==> src/rtl/spi_rom_pkg.sv <==
// ============================================================
// spi_rom_pkg: shared constants and FSM encoding for the SPI ROM-download receiver.
// Rev 1.0
// ============================================================
`default_nettype none

package spi_rom_pkg;

  localparam logic [7:0] CMD_FILE_TX     = 8'h54;
  localparam logic [7:0] CMD_FILE_TX_DAT = 8'h53;
  localparam logic [7:0] CMD_FILE_INDEX  = 8'h55;

  localparam logic [7:0] TX_START = 8'hFF;
  localparam logic [7:0] TX_END   = 8'h00;

  typedef enum logic [2:0] {
    S_IDLE    = 3'd0,
    S_CMD     = 3'd1,
    S_ARG_TX  = 3'd2,
    S_ARG_IDX = 3'd3,
    S_DATA    = 3'd4,
    S_SKIP    = 3'd5
  } state_t;

endpackage

`default_nettype wire

==> src/rtl/spi_byte_deser.sv <==
// ============================================================
// spi_byte_deser: synchronises SPI mode-0 inputs and deserialises MSB-first bytes.
// Rev 1.0
// ============================================================
`default_nettype none

module spi_byte_deser #(
  parameter int SYNC_STAGES = 2
) (
  input  logic       clk27,
  input  logic       rst_base,
  input  logic       SPI_SCK,
  input  logic       SPI_SS2,
  input  logic       SPI_DI,
  output logic       byte_valid_o,
  output logic [7:0] byte_o,
  output logic       ss_active_o
);

  logic [SYNC_STAGES-1:0] sck_sync_q;
  logic [SYNC_STAGES-1:0] ss_sync_q;
  logic [SYNC_STAGES-1:0] di_sync_q;
  logic                   sck_prev_q;
  logic                   armed_q;
  logic [2:0]             bit_cnt_q;
  logic [7:0]             shift_q;

  logic w_sck_s;
  logic w_ss_s;
  logic w_di_s;
  logic w_sck_rise;

  assign w_sck_s    = sck_sync_q[SYNC_STAGES-1];
  assign w_ss_s     = ss_sync_q[SYNC_STAGES-1];
  assign w_di_s     = di_sync_q[SYNC_STAGES-1];
  assign w_sck_rise = w_sck_s & ~sck_prev_q;

  // A frame is only accepted after SS2 has been seen high once, so a reset
  // released mid-frame waits for the next genuine falling edge.
  assign ss_active_o = armed_q & ~w_ss_s;

  always_ff @(posedge clk27 or posedge rst_base) begin
    if (rst_base) begin
      sck_sync_q   <= '0;
      ss_sync_q    <= '0;
      di_sync_q    <= '0;
      sck_prev_q   <= 1'b0;
      armed_q      <= 1'b0;
      bit_cnt_q    <= 3'd0;
      shift_q      <= 8'h00;
      byte_valid_o <= 1'b0;
      byte_o       <= 8'h00;
    end else begin
      sck_sync_q   <= {sck_sync_q[SYNC_STAGES-2:0], SPI_SCK};
      ss_sync_q    <= {ss_sync_q[SYNC_STAGES-2:0], SPI_SS2};
      di_sync_q    <= {di_sync_q[SYNC_STAGES-2:0], SPI_DI};
      sck_prev_q   <= w_sck_s;
      armed_q      <= armed_q | w_ss_s;
      byte_valid_o <= 1'b0;
      if (!ss_active_o) begin
        bit_cnt_q <= 3'd0;
      end else if (w_sck_rise) begin
        shift_q   <= {shift_q[6:0], w_di_s};
        bit_cnt_q <= bit_cnt_q + 3'd1;
        if (bit_cnt_q == 3'd7) begin
          byte_valid_o <= 1'b1;
          byte_o       <= {shift_q[6:0], w_di_s};
        end
      end
    end
  end

endmodule

`default_nettype wire

==> src/rtl/spi_rom_rx.sv <==
// ============================================================
// spi_rom_rx: SPI file-transfer command decoder driving the ioctl_* write port.
// Rev 1.0
// ============================================================
`default_nettype none

module spi_rom_rx
  import spi_rom_pkg::*;
#(
  parameter int ADDR_W      = 23,
  parameter int START_ADDR  = 0,
  parameter int SYNC_STAGES = 2
) (
  input  logic              clk27,
  input  logic              rst_base,
  input  logic              SPI_SCK,
  input  logic              SPI_SS2,
  input  logic              SPI_DI,
  output logic              ioctl_download,
  output logic [7:0]        ioctl_index,
  output logic [ADDR_W-1:0] ioctl_addr,
  output logic [7:0]        ioctl_dout,
  output logic              ioctl_wr,
  output logic              overflow
);

  localparam logic [ADDR_W-1:0] C_START = ADDR_W'(START_ADDR);

  logic       w_byte_valid;
  logic [7:0] w_byte;
  logic       w_ss_active;

  spi_byte_deser #(
    .SYNC_STAGES (SYNC_STAGES)
  ) u_deser (
    .clk27        (clk27),
    .rst_base     (rst_base),
    .SPI_SCK      (SPI_SCK),
    .SPI_SS2      (SPI_SS2),
    .SPI_DI       (SPI_DI),
    .byte_valid_o (w_byte_valid),
    .byte_o       (w_byte),
    .ss_active_o  (w_ss_active)
  );

  state_t            state_q, state_d;
  logic              download_q;
  logic [7:0]        index_q;
  logic [ADDR_W-1:0] addr_q;
  logic [7:0]        dout_q;
  logic              wr_q;
  logic              inc_q;
  logic              overflow_q;

  logic w_do_start;
  logic w_do_end;
  logic w_do_index;
  logic w_do_write;

  always_ff @(posedge clk27 or posedge rst_base) begin
    if (rst_base) state_q <= S_IDLE;
    else          state_q <= state_d;
  end

  always_comb begin
    state_d    = state_q;
    w_do_start = 1'b0;
    w_do_end   = 1'b0;
    w_do_index = 1'b0;
    w_do_write = 1'b0;
    case (state_q)
      S_IDLE: if (w_ss_active) state_d = S_CMD;
      S_CMD: begin
        if (w_byte_valid) begin
          case (w_byte)
            CMD_FILE_TX:     state_d = S_ARG_TX;
            CMD_FILE_INDEX:  state_d = S_ARG_IDX;
            CMD_FILE_TX_DAT: state_d = S_DATA;
            default:         state_d = S_SKIP;
          endcase
        end
      end
      S_ARG_TX: begin
        if (w_byte_valid) begin
          w_do_start = (w_byte == TX_START);
          w_do_end   = (w_byte == TX_END);
          state_d    = S_SKIP;
        end
      end
      S_ARG_IDX: begin
        if (w_byte_valid) begin
          w_do_index = 1'b1;
          state_d    = S_SKIP;
        end
      end
      S_DATA:  w_do_write = w_byte_valid & download_q;
      S_SKIP:  state_d = S_SKIP;
      default: state_d = S_IDLE;
    endcase
    // A byte completing in the same cycle SS2 rises is still honoured above.
    if (!w_ss_active) state_d = S_IDLE;
  end

  always_ff @(posedge clk27 or posedge rst_base) begin
    if (rst_base) begin
      download_q <= 1'b0;
      index_q    <= 8'h00;
      addr_q     <= C_START;
      dout_q     <= 8'h00;
      wr_q       <= 1'b0;
      inc_q      <= 1'b0;
      overflow_q <= 1'b0;
    end else begin
      wr_q  <= w_do_write;
      inc_q <= w_do_write;
      if (w_do_write) dout_q <= w_byte;
      if (w_do_index) index_q <= w_byte;
      if (w_do_end) download_q <= 1'b0;
      // Address advances the cycle after the strobe so it is stable while wr is high.
      if (w_do_start) begin
        download_q <= 1'b1;
        addr_q     <= C_START;
        overflow_q <= 1'b0;
      end else if (inc_q) begin
        addr_q <= addr_q + ADDR_W'(1);
        if (&addr_q) overflow_q <= 1'b1;
      end
    end
  end

  assign ioctl_download = download_q;
  assign ioctl_index    = index_q;
  assign ioctl_addr     = addr_q;
  assign ioctl_dout     = dout_q;
  assign ioctl_wr       = wr_q;
  assign overflow       = overflow_q;

endmodule

`default_nettype wire

==> config.mk <==
export PLATFORM = sky130hd
export DESIGN_NAME = spi_rom_rx
export DESIGN_NICKNAME = d
export VERILOG_FILES = /design/src/rtl/spi_rom_pkg.sv /design/src/rtl/spi_byte_deser.sv /design/src/rtl/spi_rom_rx.sv
export SDC_FILE = /design/constraint.sdc
export NUM_CORES = 1
export LEC_CHECK = 0
export ABC_AREA = 0
export CAP_MARGIN = 20
export CORE_MARGIN = 4
export CORE_UTILIZATION = 30
export DETAILED_ROUTE_END_ITERATION = 16
export PLACE_DENSITY = 0.48
export SLEW_MARGIN = 10
export SYNTH_ARGS = -nofsm -noshare
export SYNTH_HDL_FRONTEND = slang
export SYNTH_HIERARCHICAL = 1
export SYNTH_SLANG_ARGS = --single-unit
==> constraint.sdc <==
create_clock -name clk27 -period 2.1 [get_ports clk27]
set_input_delay 0.42 -clock clk27 [delete_from_list [all_inputs] [get_ports clk27]]
set_output_delay 0.42 -clock clk27 [all_outputs]
set_load 0.05 [all_outputs]
==> results of run 1 <==
==> power by group <==
part           switching [uW]  internal (uW)  leakage [uW]
sequential               42.1           1450      0.000953
combinational            51.5           63.6      0.000864
clock                     568            685      0.000116
total                     661           2200       0.00193
==> kinds of logic (layout without fill, tap and decap cells) <==
group / Yosys count / count (layout)
buf+inv: 15 / 83
mux: 35 / 35
flops: 72 / 72
xor+xnor: 13 / 13
simple gates: 95 / 95
compound gates: 24 / 24
fa+ha+maj: 3 / 3
==> synthesized netlist by cell type, types with 2 or more instances <==
cell type,n
a21oi_1,10
xor2_1,4
dfrtp_1,72
ha_1,3
nand2b_1,2
nor2_1,21
mux2_2,23
nand4_1,6
o31ai_1,6
nand3b_1,2
nand3_1,9
mux2i_1,4
mux2_4,8
nor2b_1,4
nor3_1,3
xnor2_1,9
or4_1,6
inv_1,7
nand2_1,15
clkbuf_1,4
nor4_1,7
and3_1,2
and4_1,3
o21ai_0,5
or3_1,4
==> through the flow <==
| stage | power (uW) | std cells | cell area, um2 |
|---|---|---|---|
| 3_5_place_dp | 1639 | 445 | 3865 |
| 5_1_grt | 2996 | 461 | 4105 |
| 4_1_cts | 2926 | 461 | 4090 |
| 2_1_floorplan | 1597 | 257 | 3162 |
| 3_3_place_gp | 1636 | 445 | 3865 |
| 6_report | 2859 | 461 | 4105 |
==> timing repair <==
action                                  in CTS  in global routing
endpoints found under the setup margin       1                  6
pin swaps                                    0                  0
resized for setup                            1                  6
hold buffers                                 0                  0
cloned                                       0                  0
==> registers in the layout (all words and copies together) (netlist names) <==
signal and cells:
u_deser/di_sync_q 2, u_deser/ss_sync_q 2, overflow 1, ioctl_download 1, u_deser/bit_cnt_q 3, ioctl_dout 8
u_deser/sck_sync_q 2, u_deser/shift_q 7, u_deser/sck_prev_q 1, inc_q 1, ioctl_index 8, u_deser/byte_valid_o 1
ioctl_addr 23, u_deser/armed_q 1, state_q 3, u_deser/byte_o 8
==> per-layer routing <==
| metal | share of wire | GRT usage | vias to the layer above |
|---|---|---|---|
| met2 | 0.46 | 0.1833 | 52 |
| met5 | 0 | 0 | - |
| met3 | 0.047 | 0.03669 | 14 |
| li1 | - | - | 1054 |
| met1 | 0.47 | 0.1591 | 1049 |
| met4 | 0.025 | 0.05717 | 0 |
==> area by class of cell <==
class | count | area [um2] | area share
Sequential cell | 72 | 1814 | 0.4419
Multi-Input combinational cell | 170 | 1279 | 0.3115
Timing Repair Buffer | 60 | 589.3 | 0.1436
Tap cell | 136 | 170.2 | 0.04145
Clock buffer | 9 | 123.9 | 0.03017
Clock inverter | 7 | 102.6 | 0.02499
Inverter | 7 | 26.28 | 0.006400
==> final timing paths <==
kind	startpoint	endpoint	slack [ps]	cells after the start
setup / recovery	ioctl_addr[20]	ioctl_addr[20]	70	1
hold / removal	u_deser/ss_sync_q[0]	u_deser/ss_sync_q[1]	360	0
setup reg to reg	ioctl_addr[3]	ioctl_addr[21]	160	4
hold reg to reg	u_deser/ss_sync_q[0]	u_deser/ss_sync_q[1]	360	0
max in group asynchronous	rst_base	inc_q	1180	3
min in group asynchronous	rst_base	ioctl_addr[17]	400	2
==> impl_results.md, run 1 <==
- Worst hold margin: 355.6 ps
- CTS Sinks: 72
- Routed Antenna Nets: 0
- Post-synthesis mux area share: 0.1333
- Commonest non-fill, non-tap cell in the layout: dfrtp_1
- Clock root buffer: clkbuf_8
- Mapped Area: 3144 um2
- Worst slew pin tran: 551.5 ps
- Synth Flop Type: dfrtp_1
- CTS tree: yes
- Total Wirelength: 6806 um
- Final core utilization: 0.3994
- Ys async rst share: 1.000
- Die width: 110.4 um
- Share of the synthesized area in the top cell type: 0.5730
- Most frequent cells in the layout: dfrtp_1 (62), clkdlybuf4s50_1 (38), mux2_2 (23), nor2_1 (21), nand2_1 (15)
- Setup TNS: 0 ps
- Unique masters post-synth: 43
- MaxCap Viol Count: 0
- RSZ-0062 raised after global routing: false
- DRT iter0 DRCs: 125
- Number of synthesized register bits: 72
- # diodes: 0
- Outcome: finished, final reports clean
- Worst-path fanout max: 5
- Reg clk slew, reported paths: 90 ps
- Place WS: 181.9 ps
- Power Density: 696.5 nW/um2
- Initial antenna violation count: 0
- Crit. End Element: output port
- Layout cells sized above 1: 0.2431
- Routed vias/inst: 4.705
- Top cell type by total area after synthesis: dfrtp_1
- Ranking of synthesized cells by area: dfrtp_1 (57%), mux2_2 (8.2%), mux2_4 (3.8%)
- Critical path, cell by cell: clkdlybuf4s50_1
- Synth Area in Simple Gates: 0.1783
- LEAKAGE: 0.001933 uW
- CP max-delay cell: clkdlybuf4s50_1
- Die area: 12180 um2
- Synthesized Nets: 265
- EDFF count, synth: 0
- Core ar.: 10280 um2
- Final worst path period share: 0.9663
- Final hold viol count: 0
- Achievable Freq: 0.4928 GHz
- All-Layer GR Usage: 0.1213
- Filler cell count: 1021
- Post-synthesis sequential area ratio: 0.5730
- Compound-Gate Fraction of Synth Area: 0.04536
- Pre-antenna DRT Iters: 4
- Required time worst endpoint: 1680 ps
- Die Y: 110.4 um
- Row Count: 37
- CP Launch Type: register
- Setup ws final: 70.81 ps
- Syn Inst Count: 257
- Final setup fails: 0
- Setup Fix Bufs, Post-CTS: 0
- # IOs: 47
- WP buf/inv: 1
- Pin count of the biggest net entering global routing: 29
- Vias in the first global route: 2180
- Setup CP Type: register to output port
- Slowest stage delay, CP: 830 ps
- Minimum clock period: 2029 ps
- Post-Syn Area per Cell: 12.23 um2
- DRC: 0
- Initial Util: 0.3059
- First-pass GRT wire length: 11050 um
- Setup Skew: 13.06 ps
- Max Buffers Root-to-Sink: 2
- YS warnings: 6
- Largest family of logic cells by synthesized area: simple AND/OR/NAND/NOR gates
- Clk_lat worst skew: 350 ps
- Placer congestion estimate: 0.8422
- Max_slew headroom: 0.6312
- Avg WL per Cell: 14.76 um
- Grt ovf: 0
- Crit-path leading delay family: buffers and inverters
- Crit path DAT: 1610 ps
- Post-synthesis adder-cell area fraction: 0.01194
- Area Growth Syn to Fin: 30.56%
- Max Slew Vio Count: 0
- Via count: 2169
- Port buffer count: 46
- Post-DP HPWL: 4829 um
- Max VDD drop: 0.0004385 V
- Post-Synth XOR/XNOR Area: 0.03621
- Number of H-tree levels: 3
- Worst hold path class: register to register
- Nets@finish: 328
- CTS Buf Count: 9
Power figures use the tool's default switching activity.
==> run 2, diff against run 1 <==
--- a/config.mk
+++ b/config.mk
@@ -9,6 +9,7 @@
 export CAP_MARGIN = 20
 export CORE_MARGIN = 4
 export CORE_UTILIZATION = 30
+export CTS_CLUSTER_SIZE = 25
 export DETAILED_ROUTE_END_ITERATION = 16
 export PLACE_DENSITY = 0.48
 export SLEW_MARGIN = 10
==> results of run 2 <==
The final DEF is identical to that of run 1; final timing and power are the same.
==> run 3, diff against run 2 <==
--- a/config.mk
+++ b/config.mk
@@ -7,11 +7,13 @@
 export LEC_CHECK = 0
 export ABC_AREA = 0
 export CAP_MARGIN = 20
+export CORE_ASPECT_RATIO = 1.4
 export CORE_MARGIN = 4
-export CORE_UTILIZATION = 30
+export CORE_UTILIZATION = 40
 export CTS_CLUSTER_SIZE = 25
 export DETAILED_ROUTE_END_ITERATION = 16
-export PLACE_DENSITY = 0.48
+export PLACE_DENSITY = 0.61
+export SETUP_SLACK_MARGIN = 0.2
 export SLEW_MARGIN = 10
 export SYNTH_ARGS = -nofsm -noshare
 export SYNTH_HDL_FRONTEND = slang
==> impl_results.md, run 3 (synthesized netlist as in run 1, its figures left out) <==
- Outcome: finished, final reports clean
- Pre-antenna DRT Iters: 4 (unchanged)
- Reg-to-reg startpoint: ioctl_addr[1]
- CTS Hold Bufs: 0 (unchanged)
- Total Wirelength: 6446 um (-5.3%)
- # IOs: 47 (unchanged)
- CTS tree: yes
- Setup TNS: 0 ps (unchanged)
- CTS Buf Count: 9 (unchanged)
- Minimum clock period: 1879 ps (-150.6 ps)
- CP Launch Type: register
- DR WL met3: 290 um (-9.7%)
- Max Slew Vio Count: 0 (unchanged)
- Crit. End Element: register
- Post-DP HPWL: 4754 um (-1.6%)
- Port buffer count: 46 (unchanged)
- Worst hold path depth: 0 (unchanged)
- Die Y: 112.9 um (+2.3%)
- Max reg flops: 23 (unchanged)
- Pin count of the biggest net entering global routing: 30 (+3.4%)
- Most frequent cells in the layout: dfrtp_1 (59), dlygate4sd2_1 (41), mux2_2 (23), nor2_1 (21), nand2_1 (15)
- Worst hold endpoint: u_deser/di_sync_q[1]
- Worst r2r dst: ioctl_addr[20]
- Setup Skew: 10.28 ps (-2.780 ps)
- Max VDD drop: 0.0005331 V (+22%)
- Die width: 82.93 um (-25%)
- Initial antenna violation count: 0 (unchanged)
- Slowest stage delay, CP: 510 ps (-320 ps)
- Worst-path fanout max: 8 (+3)
- MaxCap Viol Count: 0 (unchanged)
- Power Density: 685.1 nW/um2 (-1.6%)
- Core ar.: 7702 um2 (-25%)
- # diodes: 0 (unchanged)
- Commonest non-fill, non-tap cell in the layout: dfrtp_1
- Required time worst endpoint: 2370 ps (+690 ps)
- All-Layer GR Usage: 0.1451 (+0.02388)
- Crit path DAT: 2150 ps (+540 ps)
- DRC: 0 (unchanged)
- Final hold viol count: 0 (unchanged)
- Max Buffers Root-to-Sink: 2 (unchanged)
- LEAKAGE: 0.001956 uW (+1.2%)
- Placer congestion estimate: 0.8341 (-0.96%)
- Initial Util: 0.4082 (+0.1023)
- RSZ-0062 raised after global routing: true
- Crit-path leading delay family: simple AND/OR/NAND/NOR gates
- Clk_lat worst skew: 350 ps (about the same)
- Die area: 9363 um2 (-23%)
- Met2 wire len: 3423 um (+10%)
- Layout cells sized above 1: 0.2539 (+0.01084)
- Achievable Freq: 0.5323 GHz (+8.0%)
- First-pass GRT wire length: 10840 um (-1.9%)
- Reg2Reg Setup Slack: 220 ps (+60 ps)
- Final worst path period share: 0.8945 (-0.07173)
- Highest routed layer: met4
- Critical hold path startpoint: u_deser/di_sync_q[0]
- Number of H-tree levels: 3 (unchanged)
- Max_slew headroom: 0.6609 (+0.02973)
- Final setup fails: 0 (unchanged)
- Setup CP Type: register to register
- CP max-delay cell: or4_1
- Routed vias/inst: 5.205 (+11%)
- WP buf/inv: 0 (-1)
- Critical path, cell by cell: ha_4 > nand3_2 > or3_4 > or4_1 > a21oi_1
- Via count: 2181 (+0.55%)
- Reg clk slew, reported paths: 80 ps (about the same)
- Area Growth Syn to Fin: 26.06%
- Routed Antenna Nets: 0 (unchanged)
- Grt ovf: 0 (unchanged)
- Worst hold path class: register to register
- Vias in the first global route: 2199 (+0.87%)
- Wl on met1: 2654 um (-17%)
- DRT iter0 DRCs: 88 (-30%)
- Nets@finish: 322 (-1.8%)
- Clock root buffer: clkbuf_8
- Final core utilization: 0.5146 (+0.1152)
- Avg WL per Cell: 15.38 um (+4.2%)
- Worst slew pin tran: 510.6 ps (-40.83 ps)
- CTS Sinks: 72 (unchanged)
- FF-to-FF path depth: 5 (+1)
- Row Count: 38 (+2.7%)
-- run 3: changes by cell type in the layout (fill, tap and decap cells not counted), moves of 2 or more --
cell	previous run	this run
dfrtp_1	62	59
dfrtp_2	10	13
dlygate4sd2_1	1	41
clkinvlp_4	0	3
dlymetal6s2s_1	6	0
buf_4	14	8
clkdlybuf4s50_1	38	4
nand3_2	1	3
nand3_1	9	7
-- run 3: worst reg2reg max path, cell delays in order, from the launching register on --
cell and delay (ps):
dfrtp_2 440, ha_4 160, nand3_2 150, or3_4 400, or4_1 510, a21oi_1 150
-- run 3: through the flow --
stage                     total power (uW)  setup slack, ps  cells  instance area [um2]  hold WS (ps)
after detailed placement              1642            236.4    402                 3794         334.7
after floorplan                       1597            115.5    257                 3193         331.2
final                                 2716            221.5    419                 3964         352.6
after global placement                1634            270.2    402                 3794         334.1
after CTS                             2756            214.2    418                 3945         354.6
after global routing                  2842            146.7    419                 3964         366.5
-- run 3: what timing repair did --
action,4_1_cts,5_1_grt
setup endpoints to repair,41,22
setup buffers,0,1
gates resized for setup,41,2
pin swaps,0,1
-- run 3: how the worst max path moves through the flow --
stage | startpoint | end | slack [ps] | depth (start not counted)
2_1_floorplan | inc_q | ioctl_addr[21] | 120 | 5
6_report | ioctl_addr[1] | ioctl_addr[20] | 220 | 5
3_5_place_dp | ioctl_addr[1] | ioctl_addr[18] | 240 | 5
4_1_cts | ioctl_addr[1] | ioctl_addr[18] | 210 | 5
3_3_place_gp | ioctl_addr[1] | ioctl_addr[20] | 270 | 5
5_1_grt | ioctl_addr[1] | ioctl_addr[20] | 150 | 5
-- run 3: power breakdown --
part	switching (uW)	total (uW)	internal [uW]
logic	54.2	118	63.8
registers	44.5	1490	1450
clock network	546	1100	558
total	645	2720	2070
-- run 3: metal layers --
layer	GRT usage	vias up
li1	-	1034
met1	0.1667	1089
met2	0.2580	49
met3	0.03423	9
met4	0.06107	0
met5	0	-
-- run 3: area by class of cell --
type / instances / area, um2
Sequential cell: 72 / 1818
Multi-Input combinational cell: 170 / 1313
Inverter: 7 / 26.28
Timing Repair Buffer: 54 / 479.2
Tap cell: 100 / 125.1
Clock buffer: 9 / 123.9
Fill cell: 736 / 3739
Clock inverter: 7 / 78.83
